<file path="src/rtl/mem_arbiter.sv">
// Two-port memory arbiter: shares one synchronous RAM between a CPU port and
// a host/loader port. Each access takes an ACCESS cycle (address/write driven)
// followed by a RESP cycle (ack pulse, read data from the RAM). When both
// ports are busy they alternate, so back-to-back grants skip IDLE.
module mem_arbiter #(
    parameter int unsigned ADDR_W = 8,
    parameter int unsigned DATA_W = 8
) (
    input  logic              clk,
    input  logic              rst_n,

    // CPU port
    input  logic              cpu_req,
    input  logic              cpu_we,
    input  logic [ADDR_W-1:0] cpu_addr,
    input  logic [DATA_W-1:0] cpu_wdata,
    output logic              cpu_ack,
    output logic [DATA_W-1:0] cpu_rdata,
    output logic              cpu_stall,

    // Host / loader port
    input  logic              host_req,
    input  logic              host_we,
    input  logic [ADDR_W-1:0] host_addr,
    input  logic [DATA_W-1:0] host_wdata,
    output logic              host_ack,
    output logic [DATA_W-1:0] host_rdata,
    input  logic              host_hold,

    // Synchronous RAM side
    output logic [ADDR_W-1:0] mem_addr,
    output logic [DATA_W-1:0] mem_wdata,
    output logic              mem_we,
    input  logic [DATA_W-1:0] mem_rdata
);

    typedef enum logic [1:0] {
        StIdle   = 2'd0,
        StAccess = 2'd1,
        StResp   = 2'd2
    } state_e;

    typedef enum logic {
        OwnCpu  = 1'b0,
        OwnHost = 1'b1
    } owner_e;

    state_e              state_q;
    owner_e              owner_q;
    owner_e              last_owner_q;
    logic [ADDR_W-1:0]   mem_addr_q;
    logic [DATA_W-1:0]   mem_wdata_q;
    logic                mem_we_q;
    logic                cpu_ack_q;
    logic                host_ack_q;

    logic                cpu_elig;
    logic                host_elig;
    logic                grant_valid;
    owner_e              grant_owner;
    logic [ADDR_W-1:0]   sel_addr;
    logic [DATA_W-1:0]   sel_wdata;
    logic                sel_we;

    // host_hold only gates the CPU; the host is always eligible.
    assign cpu_elig  = cpu_req & ~host_hold;
    assign host_elig = host_req;

    // Arbitration: pick a winner in IDLE (round-robin on ties) or hand over to
    // the other port at the end of RESP. The finishing owner is never re-granted
    // straight out of RESP, which is what gives the 2-cycle alternation.
    always_comb begin
        grant_valid = 1'b0;
        grant_owner = OwnCpu;
        case (state_q)
            StIdle: begin
                if (cpu_elig && host_elig) begin
                    grant_valid = 1'b1;
                    grant_owner = (last_owner_q == OwnCpu) ? OwnHost : OwnCpu;
                end else if (cpu_elig) begin
                    grant_valid = 1'b1;
                    grant_owner = OwnCpu;
                end else if (host_elig) begin
                    grant_valid = 1'b1;
                    grant_owner = OwnHost;
                end
            end
            StResp: begin
                if (owner_q == OwnCpu && host_elig) begin
                    grant_valid = 1'b1;
                    grant_owner = OwnHost;
                end else if (owner_q == OwnHost && cpu_elig) begin
                    grant_valid = 1'b1;
                    grant_owner = OwnCpu;
                end
            end
            default: begin
                grant_valid = 1'b0;
                grant_owner = OwnCpu;
            end
        endcase
    end

    // Mux the winning port's request fields onto the memory request path.
    always_comb begin
        if (grant_owner == OwnHost) begin
            sel_addr  = host_addr;
            sel_wdata = host_wdata;
            sel_we    = host_we;
        end else begin
            sel_addr  = cpu_addr;
            sel_wdata = cpu_wdata;
            sel_we    = cpu_we;
        end
    end

    // Arbiter FSM with registered memory-side and ack outputs.
    always_ff @(posedge clk or negedge rst_n) begin
        if (!rst_n) begin
            state_q      <= StIdle;
            owner_q      <= OwnHost;
            last_owner_q <= OwnHost;  // so the CPU wins the first tie
            mem_addr_q   <= '0;
            mem_wdata_q  <= '0;
            mem_we_q     <= 1'b0;
            cpu_ack_q    <= 1'b0;
            host_ack_q   <= 1'b0;
        end else begin
            // Strobes default low; each is raised for a single cycle below.
            mem_we_q   <= 1'b0;
            cpu_ack_q  <= 1'b0;
            host_ack_q <= 1'b0;
            case (state_q)
                StIdle, StResp: begin
                    if (grant_valid) begin
                        state_q      <= StAccess;
                        owner_q      <= grant_owner;
                        last_owner_q <= grant_owner;
                        mem_addr_q   <= sel_addr;
                        mem_wdata_q  <= sel_wdata;
                        mem_we_q     <= sel_we;
                    end else begin
                        state_q <= StIdle;
                    end
                end
                StAccess: begin
                    // RAM samples the address on this edge; data and ack line up next cycle.
                    state_q    <= StResp;
                    cpu_ack_q  <= (owner_q == OwnCpu);
                    host_ack_q <= (owner_q == OwnHost);
                end
                default: begin
                    state_q <= StIdle;
                end
            endcase
        end
    end

    assign mem_addr   = mem_addr_q;
    assign mem_wdata  = mem_wdata_q;
    assign mem_we     = mem_we_q;
    assign cpu_ack    = cpu_ack_q;
    assign host_ack   = host_ack_q;
    // Read data only meaningful alongside the owner's ack on a read.
    assign cpu_rdata  = mem_rdata;
    assign host_rdata = mem_rdata;
    assign cpu_stall  = cpu_req & ~cpu_ack_q;

    // Write strobe may only be up during the ACCESS cycle.
    a_we_only_in_access: assert property (
        @(posedge clk) disable iff (!rst_n) mem_we_q |-> (state_q == StAccess)
    );

    // Only one port is ever acknowledged at a time, and only in RESP.
    a_ack_exclusive: assert property (
        @(posedge clk) disable iff (!rst_n)
        (cpu_ack_q || host_ack_q) |-> (!(cpu_ack_q && host_ack_q) && state_q == StResp)
    );

endmodule

</file>
<file path="config.mk">
export PLATFORM = sky130hd
export DESIGN_NAME = mem_arbiter
export DESIGN_NICKNAME = d
export VERILOG_FILES = /design/src/rtl/mem_arbiter.sv
export SDC_FILE = /design/constraint.sdc
export NUM_CORES = 1
export LEC_CHECK = 0
export CAP_MARGIN = 5
export CELL_PAD_IN_SITES_DETAIL_PLACEMENT = 1
export CELL_PAD_IN_SITES_GLOBAL_PLACEMENT = 2
export CORE_MARGIN = 10
export CORE_UTILIZATION = 23
export CTS_CLUSTER_DIAMETER = 40
export CTS_CLUSTER_SIZE = 24
export DETAILED_ROUTE_END_ITERATION = 12
export PLACE_DENSITY = 0.94
export SYNTH_ARGS = -nofsm -noshare
export SYNTH_HDL_FRONTEND = slang
export SYNTH_SLANG_ARGS = --single-unit
</file>
<file path="constraint.sdc">
create_clock -name clk -period 5.2 [get_ports clk]
set_input_delay 1.04 -clock clk [delete_from_list [all_inputs] [get_ports clk]]
set_output_delay 1.04 -clock clk [all_outputs]
set_load 0.01 [all_outputs]
</file>
* Word-level counts from Yosys, hierarchy flattened *
Cells that the tools add are included.

operators by class
  multiply operators = 0
  bitwise logic cells = 5
  div/mod/pow operators = 0
  mux-type cells = 20
  shift operators = 0
  equality and inequality tests = 2
  magnitude comparators = 0
  add/sub/neg operators = 0
  reduce and logical (&&, ||, !) cells = 6

operators by type and width
  kind                  count
  $mux W8               2
  $mux W1               15
  $pmux W1 S2           2
  $pmux W2 S2           1
  $logic_and A1 B1 Y1   3
  $not A1 Y1            3
  $and A1 B1 Y1         2
  $eq A2 B1 Y1 const B  1
  $eq A2 B2 Y1 const B  1
  $logic_not A2 Y1      1
  $reduce_and A2 Y1     1
  $reduce_or A2 Y1      1

storage, ports and cells
  RAM bits = 0
  flip-flop bits (word level) = 22
  ROM bits = 0
  memories = 0
  latch bits = 0
  output and inout port bits = 36
  input port bits = 47

* Logic depth before layout (Yosys ltp) *
  depth in word-level cells = 8
  gate-level depth with buffers = 5
  depth with buffers taken out = 4

* Worst setup path before layout *
No wires, ideal clock.

  path type = input to output
  start point = input cpu_req
  end point = output cpu_stall
  stages = 1
  arrival = 1.237 ns
  path slack = 2.923 ns
  cell sequence = nor2b_1

on the way
  longest elaborated chain between the ends = 1

RTL lines
  what           line  source
  from (decl)    13    input logic cpu_req,
  $and A1 B1 Y1  167   assign cpu_stall = cpu_req & ~cpu_ack_q;
  to (decl)      19    output logic cpu_stall,

Every way passes these cells.

* Worst setup path in the final report *
Same ends and word-level chain as after synthesis.

==> flow_summary_export.csv <==
group,metric,value,unit
setup_path,cpMostUsedCell,"clkdlybuf4s50_1",
yosys,synth_top_family_by_area,"multiplexers",
run_status,status,"completed",
setup_path,crit_required,4160,ps
cells_and_area,fillCellCount,557,
global_routing,grt_use_total,0.0766,
route,drt_wl_total,3400,um
route,vias,831,
die,initial_core_util,0.241,
route,post-route-drc-count,0,
sta,period_minus_slack,3270,ps
route,antenna_left,0,
setup_path,endpoint_kind,"output port",
pwr,p_switching,275,uW
cells_and_area,num_antenna_cells,0,
yosys,syn_area_per_cell,14.0,um^2
worst_hold_path,hp-class,"register to register",
yosys,synth-seq-cells,22,
pwr,total_power,884,uW
pwr,p_clk_frac,0.142,
pwr,p_int,609,uW
clock_network,cts_tree,"done",
yosys,synth.top_cell.area_share,0.418,
pwr,power_frac_seq,0.344,
yosys,yosysMostFrequentCell,"dfrtp_1",
die,die_width,93.9,um
clock_network,clock_path_buffers,2,
pwr,powerDensity,480,mW/mm^2
placement,dpl.cell_count,200,
sta,hold_violations,0,
setup_path,cp_slowest_cell,"clkdlybuf4s50_1",
clock_network,cts.clk_slew.worst_paths,80,ps
clock_network,cts_resized,0,
clock_network,cts_hold_buf,0,
cells_and_area,regArea,552,um^2
setup_path,cp_num_buf_inv,2,
cells_and_area,syn_to_final_growth,46.5,%
setup_path,crit_type,"input port to output port",
clock_network,clk-insertion-delay-late,270,ps
global_routing,antenna_found_initial,0,
sta,tightest_slew,1020,ps
cells_and_area,utilization,0.354,
yosys,synthAdderAreaFrac,0,
placement,place_area,0.00179,mm^2
route,vias_per_cell,4.07,
global_routing,grt_max_degree,23,
yosys,yosysTopAreaCell,"dfrtp_1",
yosys,ys_types,22,
die,die-height,93.9,um
cells_and_area,nets,182,
placement,dp_hpwl,2790,um
yosys,yosysSeqAreaShare,0.439,
setup_path,start_kind,"input port",
yosys,syn_nets,137,
pwr,cellLeakagePower,0.778,nW
setup_path,max_stage_delay,560,ps
yosys,muxShareOfSynthArea,0.349,
clock_network,postCtsSetupBuffers,0,
yosys,synthFlopType,"dfrtp_1",
yosys,netlist_top_cells_area,"dfrtp_1 (42%), mux2_4 (22%), mux2_2 (13%), buf_4 (10%), dfstp_2 (2.1%)",
clock_network,ctsHtreeMaxLevel,1,
yosys,synth_compound_area_frac,0.0189,
setup_path,cp_top_family,"buffers and inverters",
die,core,0.00520,mm^2
cells_and_area,drive_above_1_share,0.321,
clock_network,cts.sinks,22,
route,wl_per_cell,16.7,um
yosys,async_flop_share,1.00,
global_routing,first_global_vias,1032,
yosys,yosys.area_share.xor_xnor,0,
route,drt_iter0_markers,3,
global_routing,overflow,0,
pwr,p_sw_frac,0.311,
yosys,netlist_area,0.00126,mm^2
yosys,synth_edf_count,0,
yosys,yosys.area_share.simple,0.0797,
die,dieArea,0.00882,mm^2
route,drt_pre_antenna_iters,2,
cells_and_area,multi_input_area,562,um^2
sta,final-setup-viol-count,0,
clock_network,numCtsBuffers,3,
global_routing,grt_pass1_wl,5330,um
pwr,vdd_drop_max,0.120,mV
placement,numPortBuffers,58,
clock_network,clockRootBuffer,"clkbuf_8",
setup_path,crit_fanout,3,
cells_and_area,design_area,0.00184,mm^2
cells_and_area,fin_cells,204,
job,drv_cap,0,
die,io_pins,83,
sta,grt_setup_unrepaired,"no",
setup_path,path_cells,"clkdlybuf4s50_1 -> nor2b_1 -> clkdlybuf4s50_1",
sta,relSlewSlack,0.315,
yosys,syn_inst,90,
sta,skew,13.2,ps
sta,fmax,306,MHz
setup_path,arrival,2230,ps
yosys,synth_common_cells,"dfrtp_1 (21), mux2_4 (18), buf_4 (17), mux2_2 (14)",
sta,maxSlewViolCount,0,
die,floorplan.rows,26,
pwr,pwr-share-comb,0.514,
placement,place_congestion,0.692,
sta,min_period_over_period,0.629,
yosys,synth_warnings,0,
sta,fin_setup_tns,0,ps
==> flip-flops by register name, summed over array words and instances (netlist names) <==
name	cells
last_owner_q	1
state_q	2
host_ack	1
mem_we	1
mem_addr	8
mem_wdata	8
cpu_ack	1
==> placed cells by master, fill, tap and decap left out <==
cell	instances
clkdlybuf4s50_1	58
nand2b_1	1
and2b_1	1
nand2_2	1
mux2i_1	1
nand3b_1	1
dfstp_2	1
dfrtp_1	21
nor2_1	2
nand3_4	1
nor2b_4	1
nor3_1	2
nor2_4	1
clkbuf_8	4
nor2b_1	1
and2_1	1
mux2_4	18
o21ai_2	1
mux2_2	14
a31oi_1	1
inv_1	1
a21oi_2	1
==> routing by layer <==
metal,vias up,wire length [um],share of wire,track usage
li1,381,-,-,-
met1,405,1340,0.39,0.0814
met2,41,1760,0.52,0.137
met3,4,294,0.086,0.0328
met4,0,8,0.0024,0.0177
met5,-,0,0,0
==> cell type report <==
| cell class | count | share of cell area |
|---|---|---|
| sequential | 22 | 0.300 |
| inverter | 1 | 0.00204 |
| clock buffer | 4 | 0.0299 |
| multi-input combinational | 49 | 0.305 |
| tap | 70 | 0.0476 |
| timing repair buffer | 58 | 0.315 |
==> logic make-up (layout without fill, tap and decap cells) <==
group	Yosys count	count (layout)
AO/OA/AOI/OAI	3	3
multiplexers	33	33
flip-flops	22	22
buffers and inverters	19	63
AND/OR/NAND/NOR	13	13
==> worst paths after layout <==
| check | from | end | slack [ps] | depth (start not counted) |
|---|---|---|---|---|
| setup reg to reg | last_owner_q | mem_addr[4] | 3340 | 4 |
| hold / removal | mem_addr[5] | mem_addr[5] | 520 | 1 |
| setup / recovery | cpu_req | cpu_stall | 1930 | 3 |
| hold reg to reg | mem_addr[5] | mem_addr[5] | 520 | 1 |
| max in group asynchronous | rst_n | mem_addr[4] | 3240 | 1 |
| min in group asynchronous | rst_n | mem_wdata[4] | 1330 | 1 |
==> power by group through the flow <==
stage	clock network, mW	logic [mW]	registers [mW]
4_1_cts	0.129	0.468	0.307
3_3_place_gp	0	0.451	0.303
2_1_floorplan	0	0.228	0.335
3_5_place_dp	0	0.466	0.310
5_1_grt	0.137	0.488	0.316
6_report	0.126	0.454	0.304
==> through the flow <==
step / hold slack (ps) / setup slack [ps]
4_1_cts: 518 / 1900
2_1_floorplan: 466 / 2920
5_1_grt: 538 / 1850
6_report: 517 / 1930
3_5_place_dp: 496 / 1910
3_3_place_gp: 479 / 1960
No activity file was read; power rests on OpenSTA's default activity.
